===== src/rtl/mmio_mem_stage.sv =====
// Memory-stage access unit: decodes RAM, GPIO and N_CH handshaked channels, stalls on channel access.
// Optional MMIO_TIMEOUT_EN aborts a channel wait after TIMEOUT cycles with error data.
module mmio_mem_stage #(
  parameter int          DATA_W    = 32,
  parameter int          N_CH      = 4,
  parameter logic [15:0] RAM_BASE  = 16'h1001,
  parameter logic [15:0] GPIO_BASE = 16'h0008,
  parameter logic [15:0] CH_BASE   = 16'h0010,
  parameter int          GPIO_W    = 8,
  parameter int          TIMEOUT   = 15
) (
  input  logic                   clk,
  input  logic                   rst,
  input  logic                   valid_i,
  input  logic                   memwe_i,
  input  logic                   memre_i,
  input  logic [2:0]             memlen_i,
  input  logic [DATA_W-1:0]      addr_i,
  input  logic [DATA_W-1:0]      wdata_i,
  input  logic                   cregwa_i,
  input  logic [1:0]             cregwd_i,
  input  logic                   regwe_i,
  input  logic [4:0]             rt_i,
  input  logic [4:0]             rd_i,
  output logic                   ram_we_o,
  output logic [2:0]             ram_len_o,
  output logic [DATA_W-1:0]      ram_addr_o,
  output logic [DATA_W-1:0]      ram_wdata_o,
  input  logic [DATA_W-1:0]      ram_rdata_i,
  output logic [N_CH-1:0]        ch_req_o,
  output logic                   ch_we_o,
  output logic [15:0]            ch_addr_o,
  output logic [DATA_W-1:0]      ch_wdata_o,
  input  logic [N_CH*DATA_W-1:0] ch_rdata_i,
  input  logic [N_CH-1:0]        ch_ack_i,
  output logic                   stall_o,
  output logic [DATA_W-1:0]      memrd_o,
  output logic [GPIO_W-1:0]      gpio_o,
  output logic                   bus_err_o,
  output logic                   we_me,
  output logic [4:0]             wa_me,
  output logic [DATA_W-1:0]      wd_me
);

  // state | meaning
  // IDLE  | no channel access outstanding; RAM/GPIO complete here
  // WAIT  | channel request held, waiting for that channel's ack
  // DONE  | channel result presented, pipeline advances
  typedef enum logic [1:0] {S_IDLE, S_WAIT, S_DONE} state_t;

  state_t state_q, state_d;

  logic              acc, hit_ram, hit_gpio, any_ch, any_hit, ack_sel;
  logic [15:0]       seg;
  logic [N_CH-1:0]   hit_ch;
  logic [N_CH-1:0]   ch_req_q;
  logic              ch_we_q;
  logic [15:0]       ch_addr_q;
  logic [DATA_W-1:0] ch_wdata_q, rdata_q, rdata_sel;
  logic [GPIO_W-1:0] gpio_q;
  logic              bus_err_q;

  assign acc      = valid_i & (memwe_i | memre_i);
  assign seg      = addr_i[DATA_W-1:DATA_W-16];
  assign hit_ram  = (seg == RAM_BASE);
  assign hit_gpio = (seg == GPIO_BASE);

  for (genvar i = 0; i < N_CH; i++) begin : g_dec
    assign hit_ch[i] = (seg == CH_BASE + 16'(i));
  end

  assign any_ch  = |hit_ch;
  assign any_hit = hit_ram | hit_gpio | any_ch;
  assign ack_sel = |(ch_ack_i & ch_req_q);

  always_comb begin
    rdata_sel = '0;
    for (int i = 0; i < N_CH; i++) begin
      if (ch_req_q[i]) rdata_sel = rdata_sel | ch_rdata_i[i*DATA_W +: DATA_W];
    end
  end

`ifdef MMIO_TIMEOUT_EN
  localparam int CW = (TIMEOUT > 1) ? $clog2(TIMEOUT) : 1;
  logic [CW-1:0] tmo_q;
  logic          tmo_hit;
  // Down-counter loaded on entry so the wait lasts exactly TIMEOUT cycles.
  assign tmo_hit = (tmo_q == '0);

  always_ff @(posedge clk) begin
    if (rst)                                      tmo_q <= '0;
    else if (state_q == S_IDLE && acc && any_ch)  tmo_q <= CW'(TIMEOUT - 1);
    else if (state_q == S_WAIT && !tmo_hit)       tmo_q <= tmo_q - 1'b1;
  end
`else
  logic unused_tmo;
  assign unused_tmo = (TIMEOUT > 0);
`endif

  always_ff @(posedge clk) begin
    if (rst) state_q <= S_IDLE;
    else     state_q <= state_d;
  end

  always_comb begin
    state_d = state_q;
    case (state_q)
      S_IDLE: if (acc && any_ch) state_d = S_WAIT;
      S_WAIT: begin
        if (ack_sel) state_d = S_DONE;
`ifdef MMIO_TIMEOUT_EN
        else if (tmo_hit) state_d = S_DONE;
`endif
      end
      S_DONE:  state_d = S_IDLE;
      default: state_d = S_IDLE;
    endcase
  end

  always_comb begin
    stall_o = ~rst & (((state_q == S_IDLE) & acc & any_ch) | (state_q == S_WAIT));
    memrd_o = '0;
    if (state_q == S_DONE) memrd_o = rdata_q;
    else if (hit_ram)      memrd_o = ram_rdata_i;
    else if (hit_gpio)     memrd_o = {{(DATA_W-GPIO_W){1'b0}}, gpio_q};
  end

  always_ff @(posedge clk) begin
    if (rst) begin
      ch_req_q   <= '0;
      ch_we_q    <= 1'b0;
      ch_addr_q  <= '0;
      ch_wdata_q <= '0;
      rdata_q    <= '0;
      gpio_q     <= '0;
      bus_err_q  <= 1'b0;
    end else begin
      if (state_q == S_IDLE && acc && any_ch) begin
        ch_req_q   <= hit_ch;
        ch_we_q    <= memwe_i;
        ch_addr_q  <= addr_i[15:0];
        ch_wdata_q <= wdata_i;
      end
      if (state_q == S_WAIT) begin
        if (ack_sel) begin
          ch_req_q <= '0;
          if (!ch_we_q) rdata_q <= rdata_sel;
        end
`ifdef MMIO_TIMEOUT_EN
        else if (tmo_hit) begin
          ch_req_q  <= '0;
          rdata_q   <= DATA_W'(32'hDEAD_BEEF);
          bus_err_q <= 1'b1;
        end
`endif
      end
      if (acc && memwe_i && hit_gpio) gpio_q <= wdata_i[GPIO_W-1:0];
      if (acc && !any_hit)            bus_err_q <= 1'b1;
    end
  end

  assign ram_we_o    = acc & memwe_i & hit_ram;
  assign ram_len_o   = memlen_i;
  assign ram_addr_o  = addr_i;
  assign ram_wdata_o = wdata_i;
  assign ch_req_o    = ch_req_q;
  assign ch_we_o     = ch_we_q;
  assign ch_addr_o   = ch_addr_q;
  assign ch_wdata_o  = ch_wdata_q;
  assign gpio_o      = gpio_q;
  assign bus_err_o   = bus_err_q;

  assign we_me = regwe_i & ~stall_o;
  assign wa_me = cregwa_i ? rd_i : rt_i;
  always_comb begin
    case (cregwd_i)
      2'b00:   wd_me = addr_i;
      2'b01:   wd_me = memrd_o;
      default: wd_me = '0;
    endcase
  end

endmodule


===== config.mk =====
export PLATFORM = sky130hd
export DESIGN_NAME = mmio_mem_stage
export DESIGN_NICKNAME = d
export VERILOG_FILES = /design/src/rtl/mmio_mem_stage.sv
export SDC_FILE = /design/constraint.sdc
export NUM_CORES = 1
export LEC_CHECK = 0
export CORE_AREA = 2 2 174 176
export DETAILED_ROUTE_END_ITERATION = 16
export DIE_AREA = 0 0 176 178
export GPL_ROUTABILITY_DRIVEN = 0
export PLACE_DENSITY = 0.59
export SLEW_MARGIN = 40
export SYNTH_ARGS = -nofsm -noshare
export SYNTH_HDL_FRONTEND = slang
export SYNTH_SLANG_ARGS = --single-unit

===== constraint.sdc =====
create_clock -name clk -period 1.9 [get_ports clk]
set_input_delay 0.285 -clock clk [delete_from_list [all_inputs] [get_ports clk]]
set_output_delay 0.285 -clock clk [all_outputs]
set_load 0.01 [all_outputs]

==> qor.yml <==
timing:
  final_hold_viol_count: 0
  max_freq_mhz: 462
  finalCritPeriodShare: 1.14
  setup_slack_ps: -264
  fin_skew_ps: 13.9
  final.min_clock_period_ps: 2160
  relSlewSlack: 0.684
  rsz0062_at_grt: "yes"
  setup_violations: 64
  worst_slew_pin_slew_ps: 473
  slew_viol_final: 0
synthesis:
  yosysTopAreaCellShare: 0.323
  syn-num-nets: 971
  avgSynthCellArea_um2: 8.24
  ys.warnings.count: 0
  ys_ff_latch: 96
  yosysMostFrequentCell: "dfxtp_1"
  synth_cell_types: 38
  syn_inst: 721
  synth_top_cell_by_area: "dfxtp_1"
  yosys-top-cells-area: "dfxtp_1, a22o_1, buf_4"
  ys.flop_type: "dfxtp_1"
  synthArstFlopShare: 0
  synth_edf_count: 0
  synth_top_cells_by_count: "dfxtp_1, a22o_1, nand3_1"
  yosysSeqAreaShare: 0.323
  syn-cell-area_um2: 5940
detailed_routing:
  wire_per_inst_um: 21.2
  drc: 0
  vias_per_cell: 4.88
  detail_route.iter0.violations: 320
  finalWirelength_um: 32800
  ant_nets: 0
  vias: 7547
  drt_pass1_iterations: 5
setup_path:
  slowest_delay_ps: 370
  arrival_ps: 1880
  r2r_start: "state_q[1]"
  worst_path_max_delay_cell: "dfxtp_2"
  worstPathCellList: "nand2b_4, nand3_2, buf_6, buf_6, nor2_4, buf_8, buf_8, buf_6, a22o_1, buf_6"
  setup.worst_path.class: "reg2out"
  path_depth: 10
  crit_family: "buffers and inverters"
  startpoint_type: "flip-flop"
  reg2regPathDepth: 5
  rr_endpoint: "ch_req_o[1]"
  required_ps: 1620
  critPathMostFrequentCell: "buf_6"
  crit_buf_inv: 6
  crit_path_end_kind: "output port"
  ff2ff_setup_slack_ps: 170
  worst-path-max-fanout: 6
clocking:
  cts_max_level: 3
  clk_pin_slew_ps: 80
  cts_tree: "yes"
  clk_path_buf_depth: 2
  cts_hold_buf: 0
  insertion_delay_ps: 370
  clockRootBuffer: "clkbuf_16"
  cts_buffers: 9
  clock-sinks: 96
layout:
  layout-drive-gt1-share: 0.224
  multi_input_area_um2: 3390
  fillers: 2992
  seq_area_um2: 1930
  final_nets: 1401
  syn_to_final_growth_pct: 94.6
  fin_area_um2: 11600
floorplanning:
  die_w_um: 176
  die_h_um: 178
  coreArea_um2: 29400
  die_area_um2: 31300
  num_rows: 63
  pin_count: 451
  start_util: 0.202
worst_hold_path:
  whs_path_depth: 4
  hold_path_startpoint: "addr_i[16]"
  hp-class: "in2reg"
  worst_hold_path.endpoint: "ch_req_o[3]"
place:
  dpl_cell_area_um2: 11000
  portBuffers: 444
  detailed_place_hpwl_um: 25000
global_route:
  antenna_found_initial: 2
  track_usage: 0.202
  grt_overflow: 0
  grt_start_max_net_pins: 78
  grt_pass1_wl_um: 47200
  grt_pass1_vias: 7401
pwr:
  irDropWorstVdd_v: 0.000375
  leakage_nw: 4.43
  finalPower_mw: 5.08
  pwr_density_cell_nw_per_um2: 439
run_status:
  violations: "setup timing"
  outcome: "finished, violations left"
flow_run:
  drv_cap: 0
worst max-delay path by stage:
stage | startpoint | slack, ps | endpoint
2_1_floorplan | addr_i[26] | 120 | wd_me[0]
3_3_place_gp | addr_i[26] | -1110 | memrd_o[30]
3_5_place_dp | addr_i[26] | -1140 | memrd_o[30]
4_1_cts | state_q[0] | -270 | memrd_o[30]
5_1_grt | state_q[0] | -340 | memrd_o[30]
6_report | state_q[0] | -260 | memrd_o[30]
worst reg2reg max path, stage by stage (launching register included):
cell,delay (ps)
dfxtp_2,360
nor4_2,300
and3_2,240
clkbuf_8,360
nand4b_1,180
a21oi_1,220
layer usage:
metal / vias up / global-route usage / part of all wire
met1: 3608 / 0.246 / 0.42
li1: 3563 / - / -
met2: 339 / 0.364 / 0.50
met3: 37 / 0.0373 / 0.063
met5: - / 0 / 0
met4: 0 / 0.0548 / 0.018
metrics by stage:
stage	hold slack [ps]	setup WS (ps)	setup TNS, ps	util	std cells
floorplan	433	118	0	-	721
global placement	460	-1110	-107390	0.374	1507
detailed placement	466	-1140	-112820	0.374	1507
CTS	428	-273	-11860	0.389	1544
global route	422	-345	-16020	0.393	1547
finish	426	-264	-10940	0.393	1548
what timing repair did:
action | CTS | global route
cloned | 4 | 2
pin swaps | 26 | 32
endpoints found under the setup margin | 130 | 89
setup buffers | 18 | 1
endpoints found under the hold margin | 0 | 0
gates resized for setup | 372 | 32
cell families (layout without fill, tap and decap cells):
| kind of cell | Yosys count | in the layout | share of synthesized area |
|---|---|---|---|
| buffers and inverters | 141 | 576 | 0.136 |
| other | 0 | 2 | 0 |
| flip-flops | 96 | 96 | 0.323 |
| AND/OR/NAND/NOR | 171 | 171 | 0.154 |
| multiplexers | 13 | 13 | 0.0229 |
| AO/OA/AOI/OAI | 300 | 300 | 0.364 |
where the power goes:
part | total (mW) | leakage, nW | internal, mW | switching [mW]
Combinational | 1.13 | 3.51 | 0.738 | 0.393
Sequential | 2.01 | 0.775 | 2.01 | 0.00125
Clock | 1.94 | 0.150 | 0.945 | 0.994
Total | 5.08 | 4.43 | 3.69 | 1.39
cell type report:
cell class	instances	area share
Antenna cell	2	0.000433
Clock buffer	9	0.0195
Clock inverter	7	0.00703
Multi-Input combinational cell	484	0.293
Sequential cell	96	0.166
Tap cell	390	0.0422
Timing Repair Buffer	560	0.472
state kept, by name (all words and copies together) (netlist names):
register / flops
ch_req_o: 4
ch_addr_o: 16
gpio_o: 8
rdata_q: 32
ch_we_o: 1
bus_err_o: 1
ch_wdata_o: 32
state_q: 2
cells in the final DEF, fill, tap and decap left out, types with 3 or more instances in the layout:
cell             netlist  final
clkdlybuf4s50_1        0    357
dfxtp_1               96     93
a22o_1                89     89
buf_4                 68     73
nand3_1               77     61
a21oi_1               56     56
buf_2                 20     55
o21ai_0               54     54
nor2_1                39     35
a211oi_1              33     33
a221oi_1              32     32
buf_6                  0     32
a21o_1                24     24
buf_12                 0     19
nand2b_1              19     17
nand3_2                1     16
clkbuf_16              0     11
nand2_1               10      9
a221o_1                8      8
mux2i_1                8      8
dlygate4sd2_1          0      8
buf_8                  0      6
mux2_2                 5      5
nor2_4                 0      3
dfxtp_2                0      3
clkbuf_2               1      3
(Power assumes the default switching activity.)
